### config.mk
export PLATFORM = sky130hd
export DESIGN_NAME = pim_serial_adder
export DESIGN_NICKNAME = d
export VERILOG_FILES = /design/src/rtl/pim_serial_adder.sv
export SDC_FILE = /design/constraint.sdc
export NUM_CORES = 1
export LEC_CHECK = 0
export BUFFER_PORTS_ARGS = -buffer_cell sky130_fd_sc_hd__buf_2
export CAP_MARGIN = 20
export CORE_UTILIZATION = 48
export DETAILED_ROUTE_END_ITERATION = 12
export GPL_ROUTABILITY_DRIVEN = 0
export PLACE_DENSITY = 0.84
export SLEW_MARGIN = 20
export SYNTH_ARGS = -nofsm -noshare
export SYNTH_HDL_FRONTEND = slang
export SYNTH_SLANG_ARGS = --single-unit
### constraint.sdc
create_clock -name clk -period 2.5 [get_ports clk]
set_input_delay 0.375 -clock clk [delete_from_list [all_inputs] [get_ports clk]]
set_output_delay 0.375 -clock clk [all_outputs]
set_load 0.01 [all_outputs]
### src/rtl/pim_serial_adder.sv
// Digit-serial adder/subtractor for the PIM arithmetic datapath.
// A WIDTH-bit operation is processed DIGIT bits per cycle, LSB first, and the
// carry is held in a flop between digits. Subtraction is a + ~b + 1, so the
// incoming cin is a borrow when sub=1, and cout reads as "no borrow".
//
//  state | meaning
//  ------+--------------------------------------------------------------
//  IDLE  | waiting for operands, in_ready=1
//  RUN   | one digit per cycle, counter k selects the digit
//  DONE  | result presented with out_valid=1 until out_ready
module pim_serial_adder #(
    parameter int WIDTH = 8,
    parameter int DIGIT = 2
) (
    input  logic             clk,
    input  logic             rst_n,
    input  logic             in_valid,
    output logic             in_ready,
    input  logic [WIDTH-1:0] a,
    input  logic [WIDTH-1:0] b,
    input  logic             cin,
    input  logic             sub,
    output logic             out_valid,
    input  logic             out_ready,
    output logic [WIDTH-1:0] sum,
    output logic             cout,
    output logic             ovf,
    output logic             busy
);

    localparam int N  = WIDTH / DIGIT;
    localparam int CW = (N > 1) ? $clog2(N) : 1;

    typedef enum logic [1:0] {
        IDLE = 2'd0,
        RUN  = 2'd1,
        DONE = 2'd2
    } state_e;

    state_e           state_q, state_d;
    logic [CW-1:0]    cnt_q, cnt_d;
    logic             carry_q, carry_d;
    logic [WIDTH-1:0] a_q, a_d;
    logic [WIDTH-1:0] b_q, b_d;
    logic [WIDTH-1:0] sum_q, sum_d;
    logic             cout_q, cout_d;
    logic             ovf_q, ovf_d;

    int               base;
    logic [DIGIT-1:0] a_dig, b_dig, dig_s;
    logic             dig_c;
    logic             c_msb_in;

    assign base  = int'(cnt_q) * DIGIT;
    assign a_dig = DIGIT'(a_q >> base);
    assign b_dig = DIGIT'(b_q >> base);

    // DIGIT-bit ripple add; also keeps the carry entering the top bit for overflow
    always_comb begin : ripple
        logic c;
        c        = carry_q;
        dig_s    = '0;
        c_msb_in = 1'b0;
        for (int i = 0; i < DIGIT; i++) begin
            c_msb_in = c;
            dig_s[i] = a_dig[i] ^ b_dig[i] ^ c;
            c        = (a_dig[i] & b_dig[i]) | (a_dig[i] & c) | (b_dig[i] & c);
        end
        dig_c = c;
    end

    // Next-state and datapath update
    always_comb begin
        state_d = state_q;
        cnt_d   = cnt_q;
        carry_d = carry_q;
        a_d     = a_q;
        b_d     = b_q;
        sum_d   = sum_q;
        cout_d  = cout_q;
        ovf_d   = ovf_q;
        case (state_q)
            IDLE: begin
                if (in_valid) begin
                    a_d     = a;
                    b_d     = sub ? ~b : b;
                    carry_d = cin ^ sub;
                    cnt_d   = '0;
                    state_d = RUN;
                end
            end
            RUN: begin
                sum_d[base +: DIGIT] = dig_s;
                carry_d              = dig_c;
                if (cnt_q == CW'(N - 1)) begin
                    cout_d  = dig_c;
                    ovf_d   = c_msb_in ^ dig_c;
                    state_d = DONE;
                end else begin
                    cnt_d = cnt_q + CW'(1);
                end
            end
            DONE: begin
                if (out_ready) begin
                    state_d = IDLE;
                end
            end
            default: state_d = IDLE;
        endcase
    end

    // State and datapath registers
    always_ff @(posedge clk or negedge rst_n) begin
        if (!rst_n) begin
            state_q <= IDLE;
            cnt_q   <= '0;
            carry_q <= 1'b0;
            a_q     <= '0;
            b_q     <= '0;
            sum_q   <= '0;
            cout_q  <= 1'b0;
            ovf_q   <= 1'b0;
        end else begin
            state_q <= state_d;
            cnt_q   <= cnt_d;
            carry_q <= carry_d;
            a_q     <= a_d;
            b_q     <= b_d;
            sum_q   <= sum_d;
            cout_q  <= cout_d;
            ovf_q   <= ovf_d;
        end
    end

    assign in_ready  = (state_q == IDLE);
    assign out_valid = (state_q == DONE);
    assign busy      = (state_q != IDLE);
    assign sum       = sum_q;
    assign cout      = cout_q;
    assign ovf       = ovf_q;

endmodule

==> flow_summary_export.csv <==
group,metric,value,unit
status,outcome,"complete, no violations",
yosys,synthArstFlopShare,100,%
power,ir_worst_vdd,0.599,mV
cts,root_driver,"sky130_fd_sc_hd__clkbuf_4",
worst_setup_path,cp_common_cell,"sky130_fd_sc_hd__fa_1",
worst_setup_path,critical_path_peak_fanout,4,
cts,clkTransAtPathRegs,0.09,ns
cts,number_of_clock_buffers_inserted_by_tritoncts,5,
cts,cts.htree.levels,2,
sta,slew_viol_final,0,
floorplan,dieArea,3540,sq um
finish,most-common-layout-cells,"34 x sky130_fd_sc_hd__buf_2, 30 x sky130_fd_sc_hd__dfrtp_1, 10 x sky130_fd_sc_hd__nor2_1, 10 x sky130_fd_sc_hd__xnor2_1, 10 x sky130_fd_sc_hd__mux2_2",
worst_setup_path,critical_path_s_largest_stage_delay,0.53,ns
yosys,synthesis.area_per_instance,12.4,sq um
worst_setup_path,worst_path_arrival,2.63,ns
cts,tritoncts_num_sinks,31,
finish,areaGrowthSynthToFinish,15.4,%
sta,finalClockSkew,0.00613,ns
routing,route.detailed.wl_per_inst,12.9,um
floorplan,design.portCount,35,
hold_path,hold_path.class,"primary input to asynchronous set/reset pin",
finish,final.fill_count,286,
sta,setup_viol,0,
sta,fmax,417,MHz
floorplan,rows,20,
finish,num_antenna_cells,0,
worst_setup_path,required,2.73,ns
global_routing,grt_start_max_net_pins,32,
power,reported_leakage_power,0.842,nW
global_routing,global_route_wire_length_before_repair,4640,um
routing,remaining_drc_errors,0,
worst_setup_path,critPathLaunchType,"flop",
floorplan,die_width,59.5,um
sta,slew_headroom,50.3,%
worst_setup_path,cp_num_cells,5,
routing,vias,1050,
yosys,yosys_most_used_dff,"sky130_fd_sc_hd__dfrtp_1",
worst_setup_path,critical_path.slowest_cell,"sky130_fd_sc_hd__mux4_2",
yosys,synth_enable_flop_cells,0,
finish,layout-drive-gt1-share,37.7,%
cts,clock_tree.buffer_depth,2,
finish,most_common_library_cell_in_the_layout_ignoring_fill_and_taps,"sky130_fd_sc_hd__buf_2",
power,power_per_cell_area,1300,nW/um^2
job,drv_cap,0,
sta,final.min_clock_period,2.40,ns
global_routing,grt_usage,18.2,%
yosys,seq_area_frac_synth,48.9,%
routing,drtIter0Drc,28,
global_routing,global_route.overflow_total,0,
global_routing,via_count_of_the_first_global_routing_pass,1117,
worst_setup_path,worst_setup_path_end_kind,"flop",
yosys,postSynthRegisterBits,31,
yosys,post_synth_inst_count,128,
floorplan,die_y,59.5,um
finish,final_core_utilization,59.1,%
power,total_power,2.38,mW
finish,num-nets-final,198,
floorplan,initial_utilization,51.2,%
worst_setup_path,worstPathBufferInverterCount,0,
sta,worstMarginPinSlew,0.742,ns
routing,drt.antenna.violating_nets,0,
yosys,postSynthNetCount,158,
routing,firstDrtPassIters,4,
worst_setup_path,worst-setup-path-type,"flop to flop",
cts,tritoncts,"done",
routing,avgViaCountPerCell,4.98,
sta,post-route-period-util,96.0,%
place,dp.final_hpwl,2120,um
yosys,mappedNetlistArea,1590,sq um
routing,finalWirelength,2710,um
yosys,synth_cell_type_count,28,
sta,final_hold_viols,0,
floorplan,core_area,3100,sq um
yosys,yosys_warnings,0,
sta,holdWs,0.0710,ns
worst_setup_path,worst_r2r_path_depth,5,
place,port_buffers,34,
worst_setup_path,timing.critical_path.cells,"mux4_2, fa_1, fa_1, nand2b_1, o31ai_1",
global_routing,initial_antenna_violation_count,0,
worst_setup_path,path_delay_family,"adder cells",
cts,ctsHoldBuffers,0,
cts,worst_skew_pair.late_latency,0.32,ns
[through the flow]
step	instance area [sq um]	setup TNS, ns	std cells	setup slack [ns]
5_1_grt	1830	-0.00216	211	-0.00216
6_report	1830	0	211	0.0999
2_1_floorplan	1590	0	128	0.0209
3_5_place_dp	1780	0	204	0.0393
4_1_cts	1820	0	210	0.0354
3_3_place_gp	1780	0	204	0.131
[sequential cells by signal, summed over array words and instances (netlist names)]
register and flops:
cnt_q 2, state_q 2, sum 8, b_q 8, ovf 1, cout 1, a_q 8, carry_q 1
[Yosys cell counts (2+ instances only)]
cell type / count / area share [%]
sky130_fd_sc_hd__dfrtp_1: 31 / 49
sky130_fd_sc_hd__mux2_2: 10 / 7.1
sky130_fd_sc_hd__nor2_1: 10 / 2.4
sky130_fd_sc_hd__xnor2_1: 10 / 5.5
sky130_fd_sc_hd__nand2_1: 9 / 2.1
sky130_fd_sc_hd__a21oi_1: 8 / 2.5
sky130_fd_sc_hd__ha_1: 6 / 4.7
sky130_fd_sc_hd__o31ai_1: 6 / 2.8
sky130_fd_sc_hd__inv_1: 5 / 1.2
sky130_fd_sc_hd__nand3b_1: 5 / 2.4
sky130_fd_sc_hd__mux4_2: 4 / 5.7
sky130_fd_sc_hd__a22o_1: 3 / 1.7
sky130_fd_sc_hd__nand2b_1: 3 / 1.2
sky130_fd_sc_hd__buf_6: 2 / 1.4
sky130_fd_sc_hd__fa_1: 2 / 2.5
sky130_fd_sc_hd__o21ai_0: 2 / 0.63
[area by class of cell]
class / instances / area, sq um / area share [%]
clock buffers: 6 / 41.3 / 2.25
flip-flops and latches: 31 / 777 / 42.4
well taps: 44 / 55.1 / 3.00
inverters: 5 / 18.8 / 1.02
repair buffers: 39 / 208 / 11.3
multi-input cells: 86 / 733 / 40.0
[power breakdown]
part           switching [mW]  internal (mW)  total, mW
sequential              0.166          0.728      0.894
combinational           0.619          0.613       1.23
clock                   0.152         0.0998      0.251
[final timing paths]
check / startpoint / endpoint / slack [ns]
max in group asynchronous: rst_n / cnt_q[0] / 1.95
max reg2reg: cnt_q[0] / sum[3] / 0.1
max: cnt_q[0] / sum[3] / 0.1
min in group clk: out_ready / state_q[1] / 0.25
min: rst_n / sum[6] / 0.07
min reg2reg: sum[2] / sum[2] / 0.48
[logic make-up (layout without fill, tap and decap cells)]
| kind of cell | count (synthesis) | after routing | synth area share [%] |
|---|---|---|---|
| and+or+nand+nor | 34 | 34 | 12.2 |
| DFF | 31 | 31 | 48.9 |
| AOI/OAI and AO/OA | 20 | 20 | 8.43 |
| muxes | 14 | 14 | 12.8 |
| buffers and inverters | 11 | 50 | 4.96 |
| xor gates and xnor gates | 10 | 10 | 5.52 |
| adders and majority gates | 8 | 8 | 7.25 |
[routing by layer]
layer / GRT usage (%) / share of wire [%] / wire length [um]
met3: 4.80 / 6.2 / 167
met5: 0 / 0 / 0
met2: 32.4 / 52 / 1410
met4: 8.97 / 1.8 / 49
met1: 19.9 / 40 / 1090
[worst register-to-register path, cell delays in order, from the launching register on]
cell	delay, ns
sky130_fd_sc_hd__dfrtp_2	0.41
sky130_fd_sc_hd__mux4_2	0.53
sky130_fd_sc_hd__fa_1	0.46
sky130_fd_sc_hd__fa_1	0.53
sky130_fd_sc_hd__nand2b_1	0.11
sky130_fd_sc_hd__o31ai_1	0.26
[timing repair]
action,4_1_cts,5_1_grt
gates resized for setup,0,1
buffers inserted,0,1
setup endpoints to repair,0,3
Power figures use the tool's default switching activity.
